**src/rtl/dram_pkg.sv**
```systemverilog
// Shared definitions for the DRAM request queue: issue FSM states and
// the layout of a queued entry {we, addr, wdata}.
package dram_pkg;

  typedef enum logic [1:0] {
    S_IDLE    = 2'd0,
    S_ISSUE   = 2'd1,
    S_WAIT_RD = 2'd2
  } issue_state_e;

  function automatic int unsigned entry_width(input int unsigned aw, input int unsigned dw);
    return 1 + aw + dw;
  endfunction

  // wdata occupies the low bits, addr sits above it, we is the MSB
  function automatic int unsigned addr_lsb(input int unsigned dw);
    return dw;
  endfunction

  function automatic int unsigned we_bit(input int unsigned aw, input int unsigned dw);
    return aw + dw;
  endfunction

endpackage

```
**src/rtl/dram_req_fifo.sv**
```systemverilog
// Synchronous FIFO with an occupancy counter; the counter alone decides
// full/empty so the wrapping pointers never need to be compared.
module dram_req_fifo #(
  parameter int unsigned WIDTH = 22,
  parameter int unsigned DEPTH = 8,
  parameter int unsigned CNT_W = $clog2(DEPTH + 1)
) (
  input  logic             clk,
  input  logic             rst_n,
  input  logic             push,
  input  logic [WIDTH-1:0] wdata,
  input  logic             pop,
  output logic [WIDTH-1:0] rdata,
  output logic [CNT_W-1:0] count,
  output logic             full,
  output logic             empty
);

  localparam int unsigned PTR_W = $clog2(DEPTH);

  logic [WIDTH-1:0] mem_q [DEPTH];
  logic [PTR_W-1:0] wr_ptr_q, wr_ptr_d;
  logic [PTR_W-1:0] rd_ptr_q, rd_ptr_d;
  logic [CNT_W-1:0] count_q, count_d;
  logic             do_push, do_pop;

  always_comb begin
    full     = (count_q == CNT_W'(DEPTH));
    empty    = (count_q == '0);
    do_push  = push && !full;
    do_pop   = pop && !empty;
    wr_ptr_d = do_push ? wr_ptr_q + PTR_W'(1) : wr_ptr_q;
    rd_ptr_d = do_pop  ? rd_ptr_q + PTR_W'(1) : rd_ptr_q;
    count_d  = count_q;
    if (do_push && !do_pop) begin
      count_d = count_q + CNT_W'(1);
    end else if (do_pop && !do_push) begin
      count_d = count_q - CNT_W'(1);
    end
  end

  always_ff @(posedge clk or negedge rst_n) begin
    if (!rst_n) begin
      wr_ptr_q <= '0;
      rd_ptr_q <= '0;
      count_q  <= '0;
    end else begin
      wr_ptr_q <= wr_ptr_d;
      rd_ptr_q <= rd_ptr_d;
      count_q  <= count_d;
    end
  end

  always_ff @(posedge clk) begin
    if (do_push) begin
      mem_q[wr_ptr_q] <= wdata;
    end
  end

  assign rdata = mem_q[rd_ptr_q];
  assign count = count_q;

endmodule

```
**src/rtl/dram_req_queue.sv**
```systemverilog
// Host request queue and issue sequencer in front of the DRAM controller:
// one request in flight at a time, read data returned in order or timed out.
module dram_req_queue
  import dram_pkg::*;
#(
  parameter int unsigned U_ADDR_WIDTH = 13,
  parameter int unsigned U_DATA_WIDTH = 8,
  parameter int unsigned QUEUE_DEPTH  = 8,
  parameter int unsigned RD_TIMEOUT   = 255,
  parameter int unsigned CNT_WIDTH    = $clog2(QUEUE_DEPTH + 1)
) (
  input  logic                    u_clk,
  input  logic                    u_rst_n,
  input  logic                    req_valid,
  output logic                    req_ready,
  input  logic                    req_we,
  input  logic [U_ADDR_WIDTH-1:0] req_addr,
  input  logic [U_DATA_WIDTH-1:0] req_wdata,
  output logic                    rsp_valid,
  output logic [U_DATA_WIDTH-1:0] rsp_data,
  output logic                    rsp_err,
  output logic [CNT_WIDTH-1:0]    q_count,
  output logic                    ctl_en,
  output logic [U_ADDR_WIDTH-1:0] ctl_addr,
  output logic                    ctl_cmd,
  output logic [U_DATA_WIDTH-1:0] ctl_wdata,
  input  logic                    ctl_ack,
  input  logic                    ctl_busy,
  input  logic [U_DATA_WIDTH-1:0] ctl_rd_data,
  input  logic                    ctl_rd_valid
);

  localparam int unsigned ENTRY_W  = entry_width(U_ADDR_WIDTH, U_DATA_WIDTH);
  localparam int unsigned ADDR_LSB = addr_lsb(U_DATA_WIDTH);
  localparam int unsigned WE_BIT   = we_bit(U_ADDR_WIDTH, U_DATA_WIDTH);
  localparam int unsigned TMO_W    = $clog2(RD_TIMEOUT + 1);

  logic [ENTRY_W-1:0]      head_entry;
  logic                    fifo_push, fifo_pop, fifo_full, fifo_empty;

  issue_state_e            state_q, state_d;
  logic                    ctl_en_q, ctl_en_d;
  logic [U_ADDR_WIDTH-1:0] ctl_addr_q, ctl_addr_d;
  logic                    ctl_cmd_q, ctl_cmd_d;
  logic [U_DATA_WIDTH-1:0] ctl_wdata_q, ctl_wdata_d;
  logic                    rsp_valid_q, rsp_valid_d;
  logic                    rsp_err_q, rsp_err_d;
  logic [U_DATA_WIDTH-1:0] rsp_data_q, rsp_data_d;
  logic [TMO_W-1:0]        tmo_q, tmo_d;

  assign req_ready = !fifo_full;
  assign fifo_push = req_valid && req_ready;

  dram_req_fifo #(
    .WIDTH (ENTRY_W),
    .DEPTH (QUEUE_DEPTH),
    .CNT_W (CNT_WIDTH)
  ) u_fifo (
    .clk   (u_clk),
    .rst_n (u_rst_n),
    .push  (fifo_push),
    .wdata ({req_we, req_addr, req_wdata}),
    .pop   (fifo_pop),
    .rdata (head_entry),
    .count (q_count),
    .full  (fifo_full),
    .empty (fifo_empty)
  );

  always_comb begin
    state_d     = state_q;
    ctl_en_d    = ctl_en_q;
    ctl_addr_d  = ctl_addr_q;
    ctl_cmd_d   = ctl_cmd_q;
    ctl_wdata_d = ctl_wdata_q;
    rsp_valid_d = 1'b0;
    rsp_err_d   = 1'b0;
    rsp_data_d  = rsp_data_q;
    tmo_d       = tmo_q;
    fifo_pop    = 1'b0;
    unique case (state_q)
      S_IDLE: begin
        if (!fifo_empty && !ctl_busy) begin
          state_d     = S_ISSUE;
          ctl_cmd_d   = head_entry[WE_BIT];
          ctl_addr_d  = head_entry[ADDR_LSB +: U_ADDR_WIDTH];
          ctl_wdata_d = head_entry[U_DATA_WIDTH-1:0];
        end
      end
      S_ISSUE: begin
        // an ack only counts once the controller can actually see ctl_en
        if (ctl_en_q && ctl_ack) begin
          fifo_pop = 1'b1;
          ctl_en_d = 1'b0;
          tmo_d    = '0;
          state_d  = ctl_cmd_q ? S_IDLE : S_WAIT_RD;
        end else begin
          ctl_en_d = 1'b1;
        end
      end
      S_WAIT_RD: begin
        if (ctl_rd_valid) begin
          rsp_valid_d = 1'b1;
          rsp_data_d  = ctl_rd_data;
          state_d     = S_IDLE;
        end else if (tmo_q == TMO_W'(RD_TIMEOUT - 1)) begin
          rsp_valid_d = 1'b1;
          rsp_err_d   = 1'b1;
          rsp_data_d  = '0;
          state_d     = S_IDLE;
        end else begin
          tmo_d = tmo_q + TMO_W'(1);
        end
      end
      default: state_d = S_IDLE;
    endcase
  end

  always_ff @(posedge u_clk or negedge u_rst_n) begin
    if (!u_rst_n) begin
      state_q     <= S_IDLE;
      ctl_en_q    <= 1'b0;
      ctl_addr_q  <= '0;
      ctl_cmd_q   <= 1'b0;
      ctl_wdata_q <= '0;
      rsp_valid_q <= 1'b0;
      rsp_err_q   <= 1'b0;
      rsp_data_q  <= '0;
      tmo_q       <= '0;
    end else begin
      state_q     <= state_d;
      ctl_en_q    <= ctl_en_d;
      ctl_addr_q  <= ctl_addr_d;
      ctl_cmd_q   <= ctl_cmd_d;
      ctl_wdata_q <= ctl_wdata_d;
      rsp_valid_q <= rsp_valid_d;
      rsp_err_q   <= rsp_err_d;
      rsp_data_q  <= rsp_data_d;
      tmo_q       <= tmo_d;
    end
  end

  assign ctl_en    = ctl_en_q;
  assign ctl_addr  = ctl_addr_q;
  assign ctl_cmd   = ctl_cmd_q;
  assign ctl_wdata = ctl_wdata_q;
  assign rsp_valid = rsp_valid_q;
  assign rsp_err   = rsp_err_q;
  assign rsp_data  = rsp_data_q;

endmodule
```
**config.mk**
```make
export PLATFORM = sky130hd
export DESIGN_NAME = dram_req_queue
export DESIGN_NICKNAME = d
export VERILOG_FILES = /design/src/rtl/dram_pkg.sv /design/src/rtl/dram_req_fifo.sv /design/src/rtl/dram_req_queue.sv
export SDC_FILE = /design/constraint.sdc
export NUM_CORES = 1
export LEC_CHECK = 0
export CAP_MARGIN = 20
export CORE_MARGIN = 10
export CORE_UTILIZATION = 45
export CTS_CLUSTER_SIZE = 10
export DETAILED_ROUTE_END_ITERATION = 10
export PLACE_DENSITY = 0.67
export SETUP_SLACK_MARGIN = 0.1
export SLEW_MARGIN = 20
export SYNTH_ARGS = -nofsm -noshare
export SYNTH_HDL_FRONTEND = slang
export SYNTH_SLANG_ARGS = --single-unit
```
**constraint.sdc**
```tcl
create_clock -name u_clk -period 2.75 [get_ports u_clk]
set_input_delay 0.825 -clock u_clk [delete_from_list [all_inputs] [get_ports u_clk]]
set_output_delay 0.825 -clock u_clk [all_outputs]
set_load 0.005 [all_outputs]
```
==> After elaboration in Yosys (flattened, before gate mapping) <==
Memory sizes are Yosys's and may differ from the RTL's. A register that Yosys moved wholly into a read port is not among the register bits.
Index checks and enable logic that the tools add are counted.
W data, S select, Z words.
{ "classes": {"add_sub_neg": 5, "mul": 0, "div_mod_pow": 0, "order_cmp": 0, "n_eq_ne": 9, "shift": 0, "mux": 24, "bitwise": 0, "reduce_logical": 22} }
{ "ops": {"columns": ["op", "count"], "rows": [
  ["$mux W8", 5],
  ["$pmux W8 S2", 1],
  ["$mux W1", 10],
  ["$mux W2", 5],
  ["$add A8 B1 Y8 const B", 1],
  ["$eq A8 B8 Y1 const B", 1],
  ["$mux W4", 2],
  ["$ne A2 B2 Y1 const B", 4],
  ["$logic_and A1 B1 Y1", 7],
  ["$add A3 B1 Y3 const B", 2],
  ["$logic_not A1 Y1", 6],
  ["$pmux W2 S3", 1],
  ["$reduce_bool A2 Y1", 3],
  ["$add A4 B1 Y4 const B", 1],
  ["$eq A4 B4 Y1 const B", 1],
  ["$logic_not A4 Y1", 1],
  ["$reduce_and A2 Y1", 2],
  ["$reduce_and A4 Y1", 1],
  ["$sub A4 B1 Y4 const B", 1],
  ["$ne A3 B3 Y1 const B", 1],
  ["$reduce_and A3 Y1", 1],
  ["$eq A2 B1 Y1 const B", 1],
  ["$eq A2 B2 Y1 const B", 1],
  ["$logic_not A2 Y1", 1]
]} }
{ "totals": {"register_bits": 31, "latchBits": 0, "ram_bits": 176, "romBits": 0, "input_bits": 36, "output_inout_bits": 38, "wordCells": 70, "mem_count": 1} }
{ "memory_table": {"columns": ["name", "depth", "width", "rd", "rd_ports_with_merged_regs", "wr", "line", "text"], "rows": [
  ["u_fifo.mem_q", 8, 22, 1, 1, 1, "dram_req_fifo.sv:21", "logic [WIDTH-1:0] mem_q [DEPTH];"]
]} }

==> Longest topological paths before layout <==
{ "logic_depth": {"ltp_word": 8, "depth_mapped": 10, "ltp_nobuf": 10} }

==> Modules after synthesis <==
From an unflattened synthesis, not the netlist that was laid out.
{ "hier_totals": {"hier_cells": 452, "area_unflattened_um2": 9190.1} }
{ "by_module_without_submodules": {"columns": ["module", "instances", "cells_per_inst", "area_per_inst_um2", "seq_area_each_um2"], "rows": [
  ["dram_req_fifo", 1, 318, 7415.9, 5535.3],
  ["dram_req_queue", 1, 134, 1774.2, 1076.0]
]} }

==> Worst setup path before layout <==
OpenSTA, ideal clock, no wires.
{ "synth_timing": {"path_type": "input to register", "from": "in req_valid", "to": "mem u_fifo.mem_q[0][0] (enable)", "setup_time_ns": 0.429, "arrival_ns": 2.854, "t_required_ns": 2.321, "path_slack_ns": -0.533, "path_stages": 4, "path_buffers": 1, "cell_sequence": "and2_4 -> buf_6 -> or2b_1 -> nor3_1"} }
{ "synth_via": {"elab_chain_cells": 4} }
{ "synth_rtl": {"columns": ["item", "line", "text"], "rows": [
  ["from (decl)", "dram_req_queue.sv:14", "input logic req_valid,"],
  ["$logic_and A1 B1 Y1", "dram_req_queue.sv:52", "assign fifo_push = req_valid && req_ready;"],
  ["$logic_and A1 B1 Y1", "dram_req_fifo.sv:30", "do_push = push && !full;"],
  ["net u_fifo.do_push", "dram_req_fifo.sv:25", "logic do_push, do_pop;"],
  ["$mux W1", "dram_req_fifo.sv:55", "if (do_push) begin"],
  ["$mux W1 (implied by the code)", "dram_req_fifo.sv:56", "mem_q[wr_ptr_q] <= wdata;"],
  ["to (decl)", "dram_req_fifo.sv:21", null]
]} }
The timed path passes the listed nets, and every way through them passes these cells.

==> Worst setup path after layout <==
{ "layout_timing": {"from": "reg u_fifo.count_q[0], in the netlist u_fifo.count[0]", "to": "out req_ready"} }
{ "layout_via": {"elab_chain_cells": 2} }
{ "layout_rtl": {"columns": ["item", "line", "text"], "rows": [
  ["from (decl)", "dram_req_fifo.sv:24", "logic [CNT_W-1:0] count_q, count_d;"],
  ["from (signal assigned)", "dram_req_fifo.sv:50", "count_q <= count_d;"],
  ["$eq A4 B4 Y1", "dram_req_fifo.sv:28", "full = (count_q == CNT_W'(DEPTH));"],
  ["$logic_not A1 Y1", "dram_req_queue.sv:51", "assign req_ready = !fifo_full;"],
  ["to (decl)", "dram_req_queue.sv:15", "output logic req_ready,"]
]} }
No other way between the ends.

==> impl_metrics.toml <==
[synth]
synthesis.area_um2 = 8900
ys_seq_area_frac = 0.743
synthArstFlopShare = 0.231
ys_types = 44
ys_seq_elements = 229
yosysWarnings = 0
synth_edf_count = 176
netlist_instances = 474
synth_nets = 518
postSynthAreaPerCell_um2 = 18.8
synth_ff_type = "edfxtp_1"

[power_and_ir_drop]
finalPower_w = 0.0115
vdd_drop_max_uv = 623
powerDensity_nw_per_um2 = 1050
p_leak_nw = 3.89

[finish]
syn2layout_area_growth_pct = 23.9
layout-drive-gt1-share = 0.209
antenna_cells = 0
post-route-util = 0.566
fill_cells = 1504
multiInputGateArea_um2 = 2190
finalNetCount = 627
regArea_um2 = 6620

[critical_path]
path_delay_family = "simple AND/OR/NAND/NOR gates"
cp_cell_sequence = "or4b_4 > dlygate4sd2_1"
r2r_start = "u_fifo.count[0]"
crit_path_start_kind = "register"
critPathKind = "reg2out"
slowest_delay_ns = 0.53
critPathSlowestCell = "or4b_4"
arrival_ns = 1.71
critPathBufInv = 1
worst_setup_path_end_kind = "output port"
worst-r2r-setup-slack_ns = 0.31
ff2ff_path_depth = 9
reg2reg_to = "u_fifo.count[3]"
path_max_fanout = 2
required_ns = 1.93

[sta]
setup_viol = 0
worst_hold_slack_ns = 0.325
worst_slew_pin_slew_ns = 0.614
maxSlewHeadroom = 0.588
fin_crit_sh = 0.923
hold_violations = 0
fmax_ghz = 0.394
rsz0062_at_grt = "false"
final.setup.worst_slack_ns = 0.212
fin_crit_ns = 2.54
slew_violations = 0
fin_setup_tns_ns = 0
fin_skew_ns = 0.0122

[detailed_routing]
post-route-drc-count = 0
routed_wl_mm = 17.7
via_per_inst = 5.30
drt_iter0_drc = 314
vias = 4602
routedWlPerCell_um = 20.4
firstDrtPassIters = 4
ant_nets = 0

[floorplanning]
fp.dieArea_um2 = 25800
die_w_um = 161
start_util = 0.457
io_pins = 74
core-area_um2 = 19500
num_rows = 51
die_y_um = 161

[global_routing]
grt_pass1_vias = 5043
grt_pass1_wl_mm = 28.3
overflow = 0
grt_use_total = 0.137
grt_max_degree = 47
grt_antenna_before_repair = 0

[clock_tree]
cts.sinks = 229
cts_buffers = 27
insertion_delay_ns = 0.52
cts_tree = "yes"
path_clk_slew_ns = 0.06
cts_hold_buf = 0
htreeDepth = 1
cts.path.max_buffers = 3
cts_root_buffer = "clkbuf_16"

[worst_hold_path]
hold_class = "in2async"

[placed_design]
gp_congestion = 0.709
dp.final_hpwl_mm = 10.8
port_buffers = 73
post-place-ws_ns = -0.244

[flow_run]
cap_violations = 0

[status]
status = "finished clean"
per-layer routing:
layer	GRT usage	part of all wire	vias to the layer above
met5	0	0	-
met4	0.0321	0.016	0
met3	0.0314	0.051	24
met2	0.232	0.50	106
met1	0.176	0.43	2370
li1	-	-	2102
layout make-up:
| type | instances | area share |
|---|---|---|
| clock buffer | 49 | 0.0725 |
| clock inverter | 1 | 0.000795 |
| inverter | 7 | 0.00238 |
| multi-input combinational | 217 | 0.199 |
| sequential | 229 | 0.600 |
| tap | 265 | 0.0301 |
| timing repair buffer | 101 | 0.0950 |
power breakdown:
| part | total (W) | internal (W) | switching, W | leakage, nW |
|---|---|---|---|---|
| sequential | 0.00481 | 0.00449 | 0.000325 | 2.26 |
| clock | 0.00320 | 0.00194 | 0.00126 | 0.386 |
| combinational | 0.00350 | 0.00184 | 0.00166 | 1.24 |
synth_stat cells (2+ instances only):
cell | instances | area [µm²]
clkbuf_2 | 2 | 10.0
nand2_1 | 37 | 139
and3_1 | 2 | 12.5
nor2b_1 | 2 | 12.5
a22o_1 | 8 | 70.1
buf_4 | 4 | 30.0
buf_2 | 7 | 35.0
mux2i_1 | 23 | 230
inv_1 | 7 | 26.3
a31oi_1 | 4 | 25.0
a21oi_1 | 9 | 45.0
nand2b_1 | 3 | 18.8
nor3_1 | 6 | 30.0
mux4_2 | 44 | 991
dfrtp_1 | 53 | 1330
xnor2_1 | 4 | 35.0
clkbuf_1 | 6 | 22.5
nand3_1 | 4 | 20.0
o21a_1 | 3 | 22.5
nor2_1 | 11 | 41.3
nor4_1 | 2 | 12.5
ha_1 | 7 | 87.6
edfxtp_1 | 176 | 5290
xor2_1 | 2 | 17.5
mux2_2 | 3 | 33.8
o21ai_0 | 27 | 135
cell usage in the layout (no fill, tap or decap), drive strengths merged, types with 6 or more instances in the layout:
master	instances
a22o	8
buf	29
nor2	11
edfxtp	176
dfrtp	53
ha	7
mux4	44
a21oi	9
inv	8
clkdlybuf4s50	71
nor3	6
mux2i	23
o21ai	28
clkbuf	49
nand2	37
flip-flops by register name (all words and copies together) (netlist names), 2 cells and up:
register	cells
u_fifo.mem_q	176
ctl_addr	13
ctl_wdata	8
rsp_data	8
tmo_q	8
u_fifo.count	4
u_fifo.rd_ptr_q	3
u_fifo.wr_ptr_q	3
state_q	2
cells by family after synthesis:
family / count (synthesis) / synth area share
simple gates: 74 / 0.0391
buf+inv: 28 / 0.0156
flops: 229 / 0.743
mux: 71 / 0.143
fa+ha+maj: 8 / 0.0121
compound gates: 58 / 0.0413
xor+xnor: 6 / 0.00591
worst max-delay path by stage:
| stage | from | end | slack [ns] | cells after the start |
|---|---|---|---|---|
| 2_1_floorplan | req_valid | u_fifo.mem_q[2][0] | 0.06 | 4 |
| 4_1_cts | u_fifo.count[0] | req_ready | 0.18 | 2 |
| 6_report | u_fifo.count[0] | req_ready | 0.21 | 2 |
| 3_3_place_gp | ctl_ack | u_fifo.count[3] | -0.21 | 10 |
| 5_1_grt | u_fifo.count[0] | u_fifo.count[3] | 0.10 | 11 |
| 3_5_place_dp | ctl_ack | u_fifo.count[3] | -0.24 | 11 |
metrics by stage:
stage / cell area (µm²) / instances
global placement: 10200 / 817
detailed placement: 10200 / 817
global route: 11000 / 869
floorplan: 8920 / 474
CTS: 11000 / 869
finish: 11000 / 869
worst register-to-register path: stages (launching register included):
cell and delay, ns:
dfrtp_2 0.40, or4b_4 0.53, and2_4 0.18, ha_1 0.20, inv_2 0.06, ha_1 0.21
a21o_2 0.24, a21oi_1 0.19, mux2i_1 0.21, o31ai_1 0.09
timing repair:
action | CTS | global route
setup endpoints to repair | 1 | 0
setup buffers | 2 | 0
resized for setup | 3 | 0
Power figures use the tool's default switching activity.
